===== config.mk =====
export PLATFORM = sky130hd
export DESIGN_NAME = oursring_sd_responder_flat
export DESIGN_NICKNAME = d
export VERILOG_FILES = /design/src/rtl/oursring_pkg.sv /design/src/rtl/oursring_sd_responder_if.sv /design/src/rtl/oursring_sd_responder.sv /design/src/flat_wrapper.sv
export SDC_FILE = /design/constraint.sdc
export NUM_CORES = 1
export LEC_CHECK = 0
export BUFFER_PORTS_ARGS = -buffer_cell sky130_fd_sc_hd__buf_2
export CORE_AREA = 2 2 152 154
export DETAILED_ROUTE_END_ITERATION = 8
export DIE_AREA = 0 0 154 156
export PLACE_DENSITY = 0.66
export SYNTH_ARGS = -nofsm -noshare
export SYNTH_HDL_FRONTEND = slang
export SYNTH_SLANG_ARGS = --single-unit

===== constraint.sdc =====
create_clock -name clk -period 3.6 [get_ports clk]
set_input_delay 0.72 -clock clk [delete_from_list [all_inputs] [get_ports clk]]
set_output_delay 0.72 -clock clk [all_outputs]
set_load 0.05 [all_outputs]

===== src/rtl/oursring_pkg.sv =====
// Shared types for the oursring station data protocol.
package oursring_pkg;
    localparam logic [1:0] ST_RD  = 2'd0;
    localparam logic [1:0] ST_WR  = 2'd1;
    localparam logic [1:0] ST_RSP = 2'd2;
    localparam logic [1:0] ST_ERR = 2'd3;

    typedef struct packed {
        logic [1:0]  typ;
        logic [39:0] addr;
        logic [63:0] data;
    } sd_info_t;
endpackage


===== src/rtl/oursring_sd_responder_if.sv =====
// Ring request/response channels plus the local register bus of one station responder.
interface oursring_sd_responder_if;
    import oursring_pkg::*;

    logic        req_valid;
    logic        req_ready;
    sd_info_t    req_info;
    logic        rsp_valid;
    logic        rsp_ready;
    sd_info_t    rsp_info;
    logic        bus_req;
    logic        bus_we;
    logic [39:0] bus_addr;
    logic [63:0] bus_wdata;
    logic        bus_ack;
    logic        bus_err;
    logic [63:0] bus_rdata;

    modport slave (
        input  req_valid, req_info, rsp_ready, bus_ack, bus_err, bus_rdata,
        output req_ready, rsp_valid, rsp_info, bus_req, bus_we, bus_addr, bus_wdata
    );

    modport master (
        output req_valid, req_info, rsp_ready, bus_ack, bus_err, bus_rdata,
        input  req_ready, rsp_valid, rsp_info, bus_req, bus_we, bus_addr, bus_wdata
    );
endinterface


===== src/rtl/oursring_sd_responder.sv =====
// Station-side responder: one sd_info_t request at a time is turned into a local
// register-bus access with wait states and answered with a single ST_RSP/ST_ERR.
module oursring_sd_responder
    import oursring_pkg::*;
#(
    parameter logic [39:0] BASE_ADDR      = 40'h0,
    parameter logic [39:0] ADDR_MASK      = 40'hFFF,
    parameter int unsigned TIMEOUT_CYCLES = 256
) (
    input  logic                   clk,
    input  logic                   rst,
    oursring_sd_responder_if.slave sd
);
    localparam int CNT_W = $clog2(TIMEOUT_CYCLES);
    localparam logic [CNT_W-1:0] CNT_LAST = CNT_W'(TIMEOUT_CYCLES - 1);

    localparam logic [1:0] S_IDLE   = 2'd0;
    localparam logic [1:0] S_ACCESS = 2'd1;
    localparam logic [1:0] S_RESP   = 2'd2;

    logic [1:0]       state_reg;
    logic [CNT_W-1:0] wait_cnt_reg;
    logic [1:0]       typ_reg;
    logic             req_ready_reg;
    logic             rsp_valid_reg;
    sd_info_t         rsp_info_reg;
    logic             bus_req_reg;
    logic             bus_we_reg;
    logic [39:0]      bus_addr_reg;
    logic [63:0]      bus_wdata_reg;

    // Non-zero means the request is rejected before any bus cycle; lower codes win.
    logic [63:0] early_code;
    always_comb begin
        early_code = 64'd0;
        if (sd.req_info.typ == ST_RSP || sd.req_info.typ == ST_ERR)
            early_code = 64'd1;
        else if ((sd.req_info.addr & ~ADDR_MASK) != BASE_ADDR)
            early_code = 64'd2;
        else if (sd.req_info.addr[2:0] != 3'd0)
            early_code = 64'd3;
    end

    always_ff @(posedge clk) begin
        if (rst) begin
            state_reg     <= S_IDLE;
            wait_cnt_reg  <= '0;
            typ_reg       <= 2'd0;
            req_ready_reg <= 1'b0;
            rsp_valid_reg <= 1'b0;
            rsp_info_reg  <= '0;
            bus_req_reg   <= 1'b0;
            bus_we_reg    <= 1'b0;
            bus_addr_reg  <= 40'd0;
            bus_wdata_reg <= 64'd0;
        end else begin
            case (state_reg)
                S_IDLE: begin
                    req_ready_reg <= 1'b1;
                    if (sd.req_valid && req_ready_reg) begin
                        req_ready_reg <= 1'b0;
                        typ_reg       <= sd.req_info.typ;
                        bus_addr_reg  <= sd.req_info.addr;
                        bus_wdata_reg <= sd.req_info.data;
                        if (early_code != 64'd0) begin
                            state_reg     <= S_RESP;
                            rsp_valid_reg <= 1'b1;
                            rsp_info_reg  <= '{typ: ST_ERR, addr: sd.req_info.addr, data: early_code};
                        end else begin
                            state_reg    <= S_ACCESS;
                            bus_req_reg  <= 1'b1;
                            bus_we_reg   <= (sd.req_info.typ == ST_WR);
                            wait_cnt_reg <= '0;
                        end
                    end
                end
                S_ACCESS: begin
                    // Error beats ack, and ack beats the timeout on the final cycle.
                    if (sd.bus_err || sd.bus_ack || wait_cnt_reg == CNT_LAST) begin
                        state_reg         <= S_RESP;
                        bus_req_reg       <= 1'b0;
                        bus_we_reg        <= 1'b0;
                        rsp_valid_reg     <= 1'b1;
                        rsp_info_reg.addr <= bus_addr_reg;
                        if (sd.bus_err) begin
                            rsp_info_reg.typ  <= ST_ERR;
                            rsp_info_reg.data <= 64'd4;
                        end else if (sd.bus_ack) begin
                            rsp_info_reg.typ  <= ST_RSP;
                            rsp_info_reg.data <= (typ_reg == ST_RD) ? sd.bus_rdata : 64'd0;
                        end else begin
                            rsp_info_reg.typ  <= ST_ERR;
                            rsp_info_reg.data <= 64'd5;
                        end
                    end else begin
                        wait_cnt_reg <= wait_cnt_reg + 1'b1;
                    end
                end
                S_RESP: begin
                    if (sd.rsp_ready) begin
                        state_reg     <= S_IDLE;
                        rsp_valid_reg <= 1'b0;
                        req_ready_reg <= 1'b1;
                    end
                end
                default: state_reg <= S_IDLE;
            endcase
        end
    end

    assign sd.req_ready = req_ready_reg;
    assign sd.rsp_valid = rsp_valid_reg;
    assign sd.rsp_info  = rsp_info_reg;
    assign sd.bus_req   = bus_req_reg;
    assign sd.bus_we    = bus_we_reg;
    assign sd.bus_addr  = bus_addr_reg;
    assign sd.bus_wdata = bus_wdata_reg;
endmodule


===== src/flat_wrapper.sv =====
// flat-port wrapper written by rule: the top's interface ports become plain ports
module oursring_sd_responder_flat import oursring_pkg::*;
#(
    parameter logic [39:0] BASE_ADDR      = 40'h0,
    parameter logic [39:0] ADDR_MASK      = 40'hFFF,
    parameter int unsigned TIMEOUT_CYCLES = 256
)
  (clk, rst, sd_req_valid, sd_req_info, sd_rsp_ready, sd_bus_ack, sd_bus_err, sd_bus_rdata, sd_req_ready, sd_rsp_valid, sd_rsp_info, sd_bus_req, sd_bus_we, sd_bus_addr, sd_bus_wdata);
  oursring_sd_responder_if sd_i ();
  input  logic clk;
  input  logic rst;
  input wire logic [$bits(sd_i.req_valid)-1:0] sd_req_valid;
  input wire logic [$bits(sd_i.req_info)-1:0] sd_req_info;
  input wire logic [$bits(sd_i.rsp_ready)-1:0] sd_rsp_ready;
  input wire logic [$bits(sd_i.bus_ack)-1:0] sd_bus_ack;
  input wire logic [$bits(sd_i.bus_err)-1:0] sd_bus_err;
  input wire logic [$bits(sd_i.bus_rdata)-1:0] sd_bus_rdata;
  output wire logic [$bits(sd_i.req_ready)-1:0] sd_req_ready;
  output wire logic [$bits(sd_i.rsp_valid)-1:0] sd_rsp_valid;
  output wire logic [$bits(sd_i.rsp_info)-1:0] sd_rsp_info;
  output wire logic [$bits(sd_i.bus_req)-1:0] sd_bus_req;
  output wire logic [$bits(sd_i.bus_we)-1:0] sd_bus_we;
  output wire logic [$bits(sd_i.bus_addr)-1:0] sd_bus_addr;
  output wire logic [$bits(sd_i.bus_wdata)-1:0] sd_bus_wdata;
  assign sd_i.req_valid = sd_req_valid;
  assign sd_i.req_info = sd_req_info;
  assign sd_i.rsp_ready = sd_rsp_ready;
  assign sd_i.bus_ack = sd_bus_ack;
  assign sd_i.bus_err = sd_bus_err;
  assign sd_i.bus_rdata = sd_bus_rdata;
  assign sd_req_ready = sd_i.req_ready;
  assign sd_rsp_valid = sd_i.rsp_valid;
  assign sd_rsp_info = sd_i.rsp_info;
  assign sd_bus_req = sd_i.bus_req;
  assign sd_bus_we = sd_i.bus_we;
  assign sd_bus_addr = sd_i.bus_addr;
  assign sd_bus_wdata = sd_i.bus_wdata;
  oursring_sd_responder #(.BASE_ADDR(BASE_ADDR), .ADDR_MASK(ADDR_MASK), .TIMEOUT_CYCLES(TIMEOUT_CYCLES)) u_core (.clk(clk), .rst(rst), .sd(sd_i));
endmodule

# == Word-level counts from Yosys, hierarchy flattened ==
# Cells that the tools add are included.
# totals
inputBits,176
reg_bits,226
output_inout_bits,214
# op_classes
n_eq_ne,12
mux,36
add_sub_neg,1
reduce_logical,19
# op_table
cell,count
64-bit 2-to-1 mux,5
106-bit 2-to-1 mux,3
106-bit case mux with 2 select lines,1
64-bit nonzero test,1
40-bit nonzero test,1
8-bit 2-to-1 mux,3
8-bit case mux with 2 select lines,1
1-bit 2-to-1 mux,12
2-bit 2-to-1 mux,6
4-bit AND reduction,3
8-bit by 1-bit adder with 8-bit output (second input constant),1
8-bit == test (second input constant),1
2-bit == test (second input constant),3
2-bit by 1-bit inequality test with 1-bit output (second input constant),3
2-bit inequality test (second input constant),3
1-bit case mux with 2 select lines,3
2-bit case mux with 3 select lines,1
3-bit nonzero test,2
5-bit AND reduction,1
2-bit by 1-bit == test with 1-bit output (second input constant),2
2-bit logical NOT,2
2-bit AND reduction,2
2-bit nonzero test,2
1-bit logical OR,3
3 further kinds,3

# == Depth between registers and ports, before layout ==
# depth
word_depth,8
ltp_mapped,8
ltp_nobuf,6

# == Worst setup path after synthesis ==
# No wires, ideal clock.
# synth_path
path_type,input to register
start,in sd_req_info[89]
end,"reg u_core.rsp_info_reg, in the netlist u_core.sd.rsp_info[69]"
t_arrival_ps,2237
setup_time_ps,138
path_slack_ps,1225
path_stages,7
path_cell_list,or4_4 nor4b_4 nand3_2 buf_2 buf_2 a21oi_1 a311oi_1
# synth_via
elab_chain_cells,6
# synth_lines
element,line_no,text
from (decl),flat_wrapper.sv:13,input wire logic [$bits(sd_i.req_info)-1:0] sd_req_info;
40-bit nonzero test,oursring_sd_responder.sv:38,else if ((sd.req_info.addr & ~ADDR_MASK) != BASE_ADDR)
64-bit 2-to-1 mux,oursring_sd_responder.sv:38,
64-bit 2-to-1 mux,oursring_sd_responder.sv:36,if (sd.req_info.typ == ST_RSP || sd.req_info.typ == ST_ERR)
64-bit nonzero test,oursring_sd_responder.sv:65,if (early_code != 64'd0) begin
2-bit by 1-bit inequality test with 1-bit output (no source line),n/a,
4-bit AND reduction (no source line),n/a,
to (signal assigned),oursring_sd_responder.sv:68,"rsp_info_reg <= '{typ: ST_ERR, addr: sd.req_info.addr, data: early_code};"
to (decl),oursring_sd_responder.sv:26,sd_info_t rsp_info_reg;
# No other way between the ends.
# A chain may end at the register's enable or synchronous reset.

# == Worst setup path in the final report ==
# layout_path
start,reg u_core.wait_cnt_reg[0]
end,"reg u_core.rsp_info_reg, in the netlist u_core.sd.rsp_info[80]"
# layout_via
elab_chain_cells,4
# layout_lines
element,line_no,text
from (decl),oursring_sd_responder.sv:22,logic [CNT_W-1:0] wait_cnt_reg;
from (signal assigned),oursring_sd_responder.sv:96,wait_cnt_reg <= wait_cnt_reg + 1'b1;
8-bit == test,oursring_sd_responder.sv:79,if (sd.bus_err || sd.bus_ack || wait_cnt_reg == CNT_LAST) begin
1-bit logical OR,oursring_sd_responder.sv:79,
2-bit by 1-bit inequality test with 1-bit output (no source line),n/a,
4-bit AND reduction (no source line),n/a,
# No other way between the ends.

==> metrics.md <==
| Metric | Value |
|---|---|
| Seq/Total Area, Yosys | a little over half |
| Post-DP Area | approximately 10000 µm² |
| CP Capture Type | flip-flop |
| Via count | between 8000 and 9000 |
| Clk_lat worst skew | between 0.5 and 0.6 ns |
| Nets | roughly 1500 |
| YS warnings | 0 |
| Total wire length | between 20 and 30 mm |
| Mapped Cells | roughly 950 |
| Pre-CTS setup slack | around 0.65 ns |
| Net Count, Synth | approximately 1100 |
| First-pass GRT wire length | approximately 42 mm |
| Pwr Density | ~530 nW/µm² |
| Die height | ~160 µm |
| P_leak | slightly above 5 nW |
| Worst hold stages | 2 |
| Area delta synth->final | 35.1% |
| Max-cap viol count | 0 |
| Synth area leader | dfxtp_1 |
| Final instance area | between 10000 and 15000 µm² |
| Final Max Slew Viols | 0 |
| Global-route usage over all layers | a little over a fifth |
| Cell with the most instances after synthesis | nand2_1 |
| Ys async rst share | 0% |
| Die W | between 150 and 200 µm |
| Layout cells sized above 1 | roughly a third |
| H-tree depth | 1 |
| Ports | 390 |
| Combinational Power Share | 14.2% |
| DRC | 0 |
| Die Footprint | between 20000 and 25000 µm² |
| Antenna violations before repair | 5 |
| Final Hold Fails | 0 |
| EDFF count, synth | 0 |
| Number of distinct library cells after synthesis | 39 |
| RSZ-0062 raised after global routing | false |
| I/O Buffers | 389 |
| Worst-margin pin slew | ~0.99 ns |
| Vias in the first global route | between 7000 and 8000 |
| Grt ovf | 0 |
| CTS tree | yes |
| Largest net degree at the start of global routing | 73 |
| Total iterations of the first detailed-routing run | 4 |
| Switching Power | approximately 1.7 mW |
| Sw frac | between 20% and 30% |
| Slew margin rel. | 33.6% |
| DR iter-0 viols | between 400 and 500 |
| Post-CTS Hold Fix Bufs | 0 |
| Max reg flops | around 110 |
| Final setup fails | 0 |
| Setup ws final | slightly above 0.8 ns |
| Placed wire-length estimate | 19.8 mm |
| CP Max Fanout | 32 |
| Sequential share of power | approximately 44% |
| Outcome | finished, final reports clean |
| TritonCTS Buffers | 25 |
| Synth Register Bits | 226 |
| Mean Syn Cell Area | roughly 8.7 µm² |
| Period utilisation layout | roughly 78% |
| Worst VDD drop | between 300 and 400 µV |
| Tmin final | between 2 and 3 ns |
| Post-CTS Setup Repair Bufs | 0 |
| Cell Rows | 55 |
| Critical path type | reg2reg |
| Clk pwr share | between 40 and 50% |
| Crit start category | flip-flop |
| Cells on worst reg2reg path | 7 |
| Setup TNS | 0 ns |
| CP required | approximately 4.0 ns |
| Total power | approximately 6.0 mW |
| CTS Buffer Depth | 3 |
| Worst Clk Skew | just over 0.02 ns |
| Yosys top cell area share | between 50% and 60% |
| Average wire per standard cell | 17.3 µm |
| CTS Root Cell | clkbuf_16 |
| Antenna violation net count after detailed routing | 0 |
| Num Clock Sinks | 226 |
| Core Box Area | between 20000 and 25000 µm² |
| Top FF cell, synth | dfxtp_1 |
| Synth area leaders | dfxtp_1, nand2_1, a21oi_1 |
| Reg clk slew, reported paths | 0.06 ns |
| Cell Area, Synth | about 8300 µm² |
| Critical Path AT | about 3.2 ns |
| Avg Vias per Cell | just over 5 |
| Post_cts resized | 0 |
| Initial Utilization | between 30% and 40% |
| HP Class | in2reg |
| Placer Congestion | between 0.8 and 0.9 |
| Fmax | 358 MHz |
| Internal Power | ~4.3 mW |
| Commonest cells post-synth | nand2_1, dfxtp_1, a21oi_1 |
==> layout make-up <==
class,instances,area [µm²]
Timing Repair Buffer,405,2110
Inverter,4,15.0
Clock inverter,8,96.3
Fill cell,2175,11100
Clock buffer,35,693
Tap cell,285,357
Sequential cell,226,4520
Antenna cell,3,7.51
Multi-Input combinational cell,643,3430
==> per-layer routing <==
layer / up-vias / track usage (%) / share of wire (%)
met3: 55 / 7.67 / 9.7
met5: - / 0 / 0.11
met2: 329 / 38.3 / 50
met1: 3790 / 23.7 / 38
met4: 4 / 7.30 / 2.8
li1: 4039 / - / -
==> critical path, stage by stage, from the launching register on <==
cell,delay (ns)
dfxtp_1,0.36
ha_1,0.22
and3_1,0.27
a2111oi_2,0.11
or3_1,0.43
a21oi_4,0.77
buf_4,0.34
a311oi_1,0.11
==> per-stage QoR <==
step | hold WS, ns | util (%) | cells
after floorplan | 0.436 | - | 952
after global placement | 0.439 | 46.6 | 1563
after detailed placement | 0.444 | 46.6 | 1563
after CTS | 0.394 | 50.2 | 1606
after global routing | 0.393 | 50.2 | 1608
final | 0.410 | 50.2 | 1609
==> power groups by stage <==
stage               clock, mW  combinational (mW)  sequential (mW)
global placement            0               0.850             2.71
finish                   2.48               0.850             2.66
floorplan                   0               0.250             3.03
detailed placement          0               0.856             2.71
global route             2.65               0.905             2.67
CTS                      2.54               0.857             2.66
==> cell families (layout without fill, tap and decap cells) <==
logic type / after synthesis / count (layout) / synth area share (%)
simple gates: 351 / 351 / 17.3
compound gates: 291 / 291 / 23.3
flops: 226 / 226 / 54.4
buf+inv: 83 / 452 / 4.82
fa+ha+maj: 1 / 1 / 0.151
other cells: 0 / 3 / 0
==> final timing paths <==
path,slack [ns],endpoint,start
min,0.41,u_core.sd.rsp_info[50],sd_bus_rdata[50]
max,0.80,u_core.sd.rsp_info[80],u_core.wait_cnt_reg[0]
min reg2reg,0.45,u_core.sd.bus_wdata[1],u_core.sd.bus_wdata[1]
max reg2reg,0.80,u_core.sd.rsp_info[80],u_core.wait_cnt_reg[0]
==> cells in the final DEF (no fill, tap or decap), drive strengths merged, types with 2 or more instances in the layout <==
master	count
bufinv	2
nor3	8
dfxtp	226
diode	3
and3	3
nor4	5
clkinv	4
a311oi	44
buf	405
nand4	2
nand3	6
or4	3
clkbuf	35
nor2	14
a22o	61
nand2b	3
inv	5
and4	2
nand2	301
o21ai	7
a211oi	6
a21oi	166
Power figures use the tool's default switching activity.
